$ cat src/rtl/alu_op_sequencer_if.sv
// Signal bundle between the operate-instruction sequencer and its neighbours:
// instruction source, register file read/write ports and the combinational ALU.
interface alu_op_sequencer_if;
    // Handshake: an instruction transfers on a rising edge where IR_valid and
    // IR_ready are both high; IR_ready depends only on sequencer state, never on IR_valid.
    logic [15:0] IR_in;
    logic        IR_valid;
    logic        IR_ready;

    logic [2:0]  SR1_addr;
    logic [2:0]  SR2_addr;
    logic [15:0] SR1_data;
    logic [15:0] SR2_data;

    logic [15:0] ALU_A;
    logic [15:0] ALU_B;
    logic [1:0]  ALUK;
    logic [15:0] ALU_out;

    logic        DR_we;
    logic [2:0]  DR_addr;
    logic [15:0] DR_data;
    logic [2:0]  NZP;
    logic        ILL;

    // Datapath side: supplies instructions, register reads and ALU results.
    modport master (
        output IR_in, IR_valid, SR1_data, SR2_data, ALU_out,
        input  IR_ready, SR1_addr, SR2_addr, ALU_A, ALU_B, ALUK,
        input  DR_we, DR_addr, DR_data, NZP, ILL
    );

    // Sequencer side.
    modport slave (
        input  IR_in, IR_valid, SR1_data, SR2_data, ALU_out,
        output IR_ready, SR1_addr, SR2_addr, ALU_A, ALU_B, ALUK,
        output DR_we, DR_addr, DR_data, NZP, ILL
    );
endinterface

$ cat src/rtl/alu_op_sequencer.sv
// Four-state issue/retire sequencer for LC-3b ADD, AND and XOR/NOT: decode and
// operand fetch, ALU drive, result capture, register writeback and NZP update.
module alu_op_sequencer (
    input  logic                CLK,
    input  logic                RESET,
    alu_op_sequencer_if.slave   bus,
    output logic [1:0]          dbg_state_o
);

    typedef enum logic [1:0] {
        S_IDLE      = 2'd0,
        S_DECODE    = 2'd1,
        S_EXECUTE   = 2'd2,
        S_WRITEBACK = 2'd3
    } state_e;

    localparam logic [3:0] OP_ADD     = 4'b0001;
    localparam logic [3:0] OP_AND     = 4'b0101;
    localparam logic [3:0] OP_XOR     = 4'b1001;
    localparam logic [1:0] ALUK_ADD   = 2'b00;
    localparam logic [1:0] ALUK_AND   = 2'b01;
    localparam logic [1:0] ALUK_XOR   = 2'b10;
    localparam logic [1:0] ALUK_PASSA = 2'b11;
    localparam logic [2:0] NZP_ZERO   = 3'b010;

    state_e      state_q, state_d;
    logic [15:0] ir_q, ir_d;
    logic [15:0] op_a_q, op_a_d;
    logic [15:0] op_b_q, op_b_d;
    logic [15:0] result_q, result_d;
    logic [2:0]  nzp_q, nzp_d;

    logic        op_legal;
    logic [1:0]  op_aluk;
    logic [15:0] imm16;
    logic [2:0]  wb_nzp;

    // Opcode decode from the latched instruction only, so IR_in may change freely while busy.
    always_comb begin
        op_legal = 1'b1;
        op_aluk  = ALUK_PASSA;
        case (ir_q[15:12])
            OP_ADD:  op_aluk = ALUK_ADD;
            OP_AND:  op_aluk = ALUK_AND;
            OP_XOR:  op_aluk = ALUK_XOR;
            default: op_legal = 1'b0;
        endcase
    end

    assign imm16 = {{11{ir_q[4]}}, ir_q[4:0]};

    // Exactly one condition-code bit is set for any result value.
    assign wb_nzp = {result_q[15], (result_q == 16'h0000), (~result_q[15] & (result_q != 16'h0000))};

    assign bus.SR1_addr = ir_q[8:6];
    assign bus.SR2_addr = ir_q[2:0];
    assign bus.NZP      = nzp_q;
    assign dbg_state_o  = state_q;

    always_ff @(posedge CLK or posedge RESET) begin
        if (RESET) begin
            state_q  <= S_IDLE;
            ir_q     <= 16'h0000;
            op_a_q   <= 16'h0000;
            op_b_q   <= 16'h0000;
            result_q <= 16'h0000;
            nzp_q    <= NZP_ZERO;
        end else begin
            state_q  <= state_d;
            ir_q     <= ir_d;
            op_a_q   <= op_a_d;
            op_b_q   <= op_b_d;
            result_q <= result_d;
            nzp_q    <= nzp_d;
        end
    end

    always_comb begin
        state_d      = state_q;
        ir_d         = ir_q;
        op_a_d       = op_a_q;
        op_b_d       = op_b_q;
        result_d     = result_q;
        nzp_d        = nzp_q;
        bus.IR_ready = 1'b0;
        bus.ALU_A    = 16'h0000;
        bus.ALU_B    = 16'h0000;
        bus.ALUK     = ALUK_PASSA;
        bus.DR_we    = 1'b0;
        bus.DR_addr  = 3'b000;
        bus.DR_data  = 16'h0000;
        bus.ILL      = 1'b0;

        case (state_q)
            S_IDLE: begin
                bus.IR_ready = 1'b1;
                if (bus.IR_valid) begin
                    ir_d    = bus.IR_in;
                    state_d = S_DECODE;
                end
            end

            S_DECODE: begin
                op_a_d = bus.SR1_data;
                op_b_d = ir_q[5] ? imm16 : bus.SR2_data;
                if (op_legal) begin
                    state_d = S_EXECUTE;
                end else begin
                    bus.ILL = 1'b1;
                    state_d = S_IDLE;
                end
            end

            S_EXECUTE: begin
                bus.ALU_A = op_a_q;
                bus.ALU_B = op_b_q;
                bus.ALUK  = op_aluk;
                result_d  = bus.ALU_out;
                state_d   = S_WRITEBACK;
            end

            S_WRITEBACK: begin
                bus.DR_we   = 1'b1;
                bus.DR_addr = ir_q[11:9];
                bus.DR_data = result_q;
                nzp_d       = wb_nzp;
                state_d     = S_IDLE;
            end

            default: state_d = S_IDLE;
        endcase
    end

    // Structural invariants of the retire side.
    a_we_ill_exclusive: assert property (@(posedge CLK) disable iff (RESET) !(bus.DR_we && bus.ILL));
    a_nzp_onehot:       assert property (@(posedge CLK) disable iff (RESET) $onehot(nzp_q));
    a_we_single_pulse:  assert property (@(posedge CLK) disable iff (RESET) bus.DR_we |=> !bus.DR_we);

endmodule

$ cat src/flat_wrapper.sv
// flat-port wrapper written by rule: the top's interface ports become plain ports
module alu_op_sequencer_flat 
  (CLK, RESET, dbg_state_o, bus_IR_in, bus_IR_valid, bus_SR1_data, bus_SR2_data, bus_ALU_out, bus_IR_ready, bus_SR1_addr, bus_SR2_addr, bus_ALU_A, bus_ALU_B, bus_ALUK, bus_DR_we, bus_DR_addr, bus_DR_data, bus_NZP, bus_ILL);
  alu_op_sequencer_if bus_i ();
  input  logic CLK;
  input  logic RESET;
  output logic [1:0] dbg_state_o;
  input wire logic [$bits(bus_i.IR_in)-1:0] bus_IR_in;
  input wire logic [$bits(bus_i.IR_valid)-1:0] bus_IR_valid;
  input wire logic [$bits(bus_i.SR1_data)-1:0] bus_SR1_data;
  input wire logic [$bits(bus_i.SR2_data)-1:0] bus_SR2_data;
  input wire logic [$bits(bus_i.ALU_out)-1:0] bus_ALU_out;
  output wire logic [$bits(bus_i.IR_ready)-1:0] bus_IR_ready;
  output wire logic [$bits(bus_i.SR1_addr)-1:0] bus_SR1_addr;
  output wire logic [$bits(bus_i.SR2_addr)-1:0] bus_SR2_addr;
  output wire logic [$bits(bus_i.ALU_A)-1:0] bus_ALU_A;
  output wire logic [$bits(bus_i.ALU_B)-1:0] bus_ALU_B;
  output wire logic [$bits(bus_i.ALUK)-1:0] bus_ALUK;
  output wire logic [$bits(bus_i.DR_we)-1:0] bus_DR_we;
  output wire logic [$bits(bus_i.DR_addr)-1:0] bus_DR_addr;
  output wire logic [$bits(bus_i.DR_data)-1:0] bus_DR_data;
  output wire logic [$bits(bus_i.NZP)-1:0] bus_NZP;
  output wire logic [$bits(bus_i.ILL)-1:0] bus_ILL;
  assign bus_i.IR_in = bus_IR_in;
  assign bus_i.IR_valid = bus_IR_valid;
  assign bus_i.SR1_data = bus_SR1_data;
  assign bus_i.SR2_data = bus_SR2_data;
  assign bus_i.ALU_out = bus_ALU_out;
  assign bus_IR_ready = bus_i.IR_ready;
  assign bus_SR1_addr = bus_i.SR1_addr;
  assign bus_SR2_addr = bus_i.SR2_addr;
  assign bus_ALU_A = bus_i.ALU_A;
  assign bus_ALU_B = bus_i.ALU_B;
  assign bus_ALUK = bus_i.ALUK;
  assign bus_DR_we = bus_i.DR_we;
  assign bus_DR_addr = bus_i.DR_addr;
  assign bus_DR_data = bus_i.DR_data;
  assign bus_NZP = bus_i.NZP;
  assign bus_ILL = bus_i.ILL;
  alu_op_sequencer u_core (.CLK(CLK), .RESET(RESET), .bus(bus_i), .dbg_state_o(dbg_state_o));
endmodule
$ cat config.mk
export PLATFORM = sky130hd
export DESIGN_NAME = alu_op_sequencer_flat
export DESIGN_NICKNAME = d
export VERILOG_FILES = /design/src/rtl/alu_op_sequencer_if.sv /design/src/rtl/alu_op_sequencer.sv /design/src/flat_wrapper.sv
export SDC_FILE = /design/constraint.sdc
export NUM_CORES = 1
export LEC_CHECK = 0
export ABC_AREA = 1
export CELL_PAD_IN_SITES_DETAIL_PLACEMENT = 0
export CELL_PAD_IN_SITES_GLOBAL_PLACEMENT = 1
export CORE_UTILIZATION = 33
export CTS_BUF_LIST = sky130_fd_sc_hd__clkbuf_8 sky130_fd_sc_hd__clkbuf_16
export DETAILED_ROUTE_END_ITERATION = 10
export PLACE_DENSITY = 0.89
export SYNTH_ARGS = -nofsm -noshare
export SYNTH_HDL_FRONTEND = slang
export SYNTH_SLANG_ARGS = --single-unit
$ cat constraint.sdc
create_clock -name CLK -period 2.8 [get_ports CLK]
set_input_delay 0.28 -clock CLK [delete_from_list [all_inputs] [get_ports CLK]]
set_output_delay 0.28 -clock CLK [all_outputs]
set_load 0.05 [all_outputs]
Word level (Yosys, flattened, before mapping)
Cells that the tools add are included.

word-level totals
  bits in registers = 69
  word-level logic and storage cells = 35

cells by class
  equal/unequal tests = 7
  muxes and demuxes = 15
  bitwise operators = 2
  reduce and logical (&&, ||, !) cells = 5

operator list
  kind                                           number
  2-to-1 mux 16 bit                              4
  zero test 16 bit                               1
  nonzero test 16 bit                            1
  one-hot mux 2 bit (4 select lines)             1
  2-to-1 mux 2 bit                               3
  one-hot mux 2 bit (3 select lines)             1
  2-to-1 mux 1 bit                               5
  == test 2 bit, second input constant           2
  == test 4 x 1 -> 1 bit, second input constant  1
  == test 4 x 3 -> 1 bit, second input constant  1
  == test 4 bit, second input constant           1
  2-to-1 mux 3 bit                               1
  OR reduction 3 bit                             1
  == test 2 x 1 -> 1 bit, second input constant  1
  zero test 2 bit                                1
  inequality test 2 bit, second input constant   1
  AND reduction 2 bit                            1
  AND 1 bit                                      1
  NOT 1 bit                                      1

Depth between registers and ports, before layout
  depth in word-level cells = 5
  gate-level depth with buffers = 6
  mapped depth without buffers = 6

Worst setup path after synthesis
Ideal clock, no wire load.

  kind = flip-flop to output port
  from = reg (tool-made name)
  to = out bus_ALU_A[0]
  arrival = 1.866 ns
  setup slack = 0.654 ns
  cell stages (with the launch flop) = 6
  buffers on the path = 1
  path through = dfrtp_1 > inv_2 > nor2_4 > inv_2 > buf_2 > nor2_1

RTL lines
  element           RTL line            RTL
  end: declaration  flat_wrapper.sv:16  output wire logic [$bits(bus_i.ALU_A)-1:0] bus_ALU_A;

Worst setup path in the final report
  from = reg u_core.state_q[0] (netlist: u_core.dbg_state_o[0])
  to = out bus_DR_data[15]

on the way
  word-level cells in the longest chain between the ends = 2

ends and longest elaborated chain
  element                   RTL line                RTL
  start: declaration        alu_op_sequencer.sv:26  state_e state_q, state_d;
  start signal: assignment  alu_op_sequencer.sv:69  state_q <= state_d;
  == test 2 bit             alu_op_sequencer.sv:94  case (state_q)
  2-to-1 mux 16 bit         alu_op_sequencer.sv:94
  end: declaration          flat_wrapper.sv:21      output wire logic [$bits(bus_i.DR_data)-1:0] bus_DR_data;

Every way passes these cells.

==> reports/metrics.yaml <==
run_status:
  outcome: "complete, no violations"
timing:
  rsz0062_at_grt: "no"
  maxSlewViolCount: 0
  fin_crit_ns: 2.39
  timing.final.crit_share: 0.853
  fmax_mhz: 419
  timing.setup.tns_ns: 0
  worst_pin_slew_ns: 0.549
  hold_viol_final: 0
  worst_slack_ns: 0.411
  setup_violations: 0
  slew_headroom: 0.633
  clock_skew_ns: 0.0107
clock_network:
  clock_latency_ns: 0.34
  hold_buffers: 0
  cts.sinks: 69
  post_cts_buffers: 0
  tritoncts: "yes"
  clock_tree.root_cell: "clkbuf_8"
  ctsResizeCount: 0
  clk_path_buf_depth: 2
  numCtsBuffers: 9
  htree_num_levels: 3
  clk_pin_slew_ns: 0.07
yosys:
  synth_area_leaders: "dfrtp_1 54%, nor2_1 9.2%, nand2_1 8.6%"
  ys_ff_latch: 69
  synth.yosys.seq_area_share: 0.544
  synth_fp_nets: 451
  synth_area_per_cell_um2: 8.28
  netlist.area_leader.share: 0.535
  ys_warn_count: 0
  synth_cell_types: 25
  syn_inst: 384
  syn_area_um2: 3180
  synth.largest_area_cell: "dfrtp_1"
flow_run:
  drv_cap: 0
cells_and_area:
  finalNetCount: 576
  final_cell_count_no_fill: 643
  layout_commonest_cell: "clkdlybuf4s50_1"
  drive_gt1_frac: 0.134
  area_growth_pct: 59.9
  diodes: 0
  mostFrequentLayoutCells: "101 x clkdlybuf4s50_1, 78 x nor2_1, 73 x nand2_1"
placement:
  place_congestion: 0.742
  portBuffers: 133
  dpl.cell_count: 627
  dp_hpwl_um: 5630
  dpl_worst_slack_ns: 0.765
worst_setup_path:
  r2r-end: "u_core.op_b_q[3]$_DFFE_PP0P_"
  crit_path_cell_trace: "nand2_1 > buf_4 > nor2_1 > clkdlybuf4s50_1"
  worst_setup_path_start_kind: "flip-flop"
  path_class: "flip-flop to primary output"
  worstPathRequired_ns: 2.52
  critPathMaxStageDelay_ns: 0.81
  cp-startpoint: "u_core.dbg_state_o[0]$_DFFE_PP0P_"
  timing.rr.start: "u_core.dbg_state_o[0]$_DFFE_PP0P_"
  r2r.worst_path.cells: 5
  worst-path-max-fanout: 23
  worst_path_max_delay_cell: "clkdlybuf4s50_1"
  cp-end-kind: "primary output"
  cp.arrival_ns: 2.11
  r2r_slack_ns: 1.30
drt:
  ant_nets: 0
  wl_per_cell_um: 12.0
  drc: 0
  via_per_inst: 4.35
  dr_total_vias: 2800
  firstDrtPassIters: 4
  drt_wl_total_um: 7720
  first_iter_violations: 78
pwr:
  ir_drop_v: 0.000818
  power_density_nw_per_um2: 1020
  cellLeakagePower_nw: 2.34
grt:
  grt_pass1_vias: 2781
  grt_util_all_layers: 0.167
  antenna_found_initial: 0
  grt_first_pass_wirelength_um: 13000
  overflow: 0
  grt_max_degree: 41
die:
  chipHeight_um: 100
  dieArea_um2: 10000
  die_w_um: 100
  std_cell_rows: 35
  start_util: 0.342
  core_um2: 9280
  pin_count: 134
worst_hold_path:
  min_path_type: "input port to asynchronous set/reset pin"
-- synth_stat cells, drive strengths merged --
library cell	instances
nand2	75
buf	24
inv	60
nand3	12
nor2	80
clkbuf	1
dfrtp	68
and2	1
dfstp	1
a22oi	12
o22ai	4
o21ai	38
a21oi	8
-- cell type report --
type	count	area, um^2
fill	859	4200
sequential	69	1730
timing repair buffer	139	1700
multi-input combinational	230	1050
inverter	60	229
tap	129	161
clock buffer	10	138
clock inverter	6	78.8
-- through the flow --
stage	util	power, mW	cell area, um^2	hold slack [ns]
2_1_floorplan	-	3.49	3180	0.401
3_3_place_gp	0.524	4.29	4870	0.455
3_5_place_dp	0.524	4.33	4870	0.462
4_1_cts	0.547	5.23	5080	0.205
5_1_grt	0.547	5.56	5080	0.217
6_report	0.547	5.16	5080	0.214
-- worst max-delay path: cells and delay by family (launching register included) --
family	cells	cell delay, ns
buf+inv	2	1.03
flops	1	0.51
simple gates	2	0.21
-- logic make-up (layout without fill, tap and decap cells) --
logic type,after synthesis,count (layout),share of synthesized area
AO/OA/AOI/OAI,62,62,0.120
AND/OR/NAND/NOR,168,168,0.210
buffers and inverters,85,215,0.126
flip-flops,69,69,0.544
-- worst max path at each step --
stage                           end  slack, ns  cells past startpoint
floorplan              bus_ALU_A[0]       0.65                      5
global placement          bus_DR_we       0.82                      4
detailed placement  bus_DR_data[15]       0.77                      4
CTS                  bus_DR_data[0]       0.39                      4
global route         bus_DR_data[0]       0.28                      4
finish              bus_DR_data[15]       0.41                      4
-- sequential cells by signal, indices dropped and copies added (netlist names), named ones only --
| signal | cells |
|---|---|
| u_core.op_a_q | 16 |
| u_core.bus.NZP | 3 |
| u_core.dbg_state_o | 1 |
| u_core.result_q | 16 |
| u_core.ir_q | 16 |
| u_core.op_b_q | 16 |
-- power breakdown --
group	total [mW]	leakage, nW	switching [mW]	internal (mW)
Combinational	2.59	1.40	1.63	0.959
Sequential	1.70	0.826	0.220	1.48
Clock	0.875	0.117	0.357	0.518
-- per-layer routing --
metal,routed length (um),part of all wire,global-route usage
met5,0,0,0
met4,57,0.0074,0.0334
met3,497,0.064,0.0613
met2,3780,0.49,0.283
met1,3380,0.44,0.206
No activity file was read; power rests on OpenSTA's default activity.
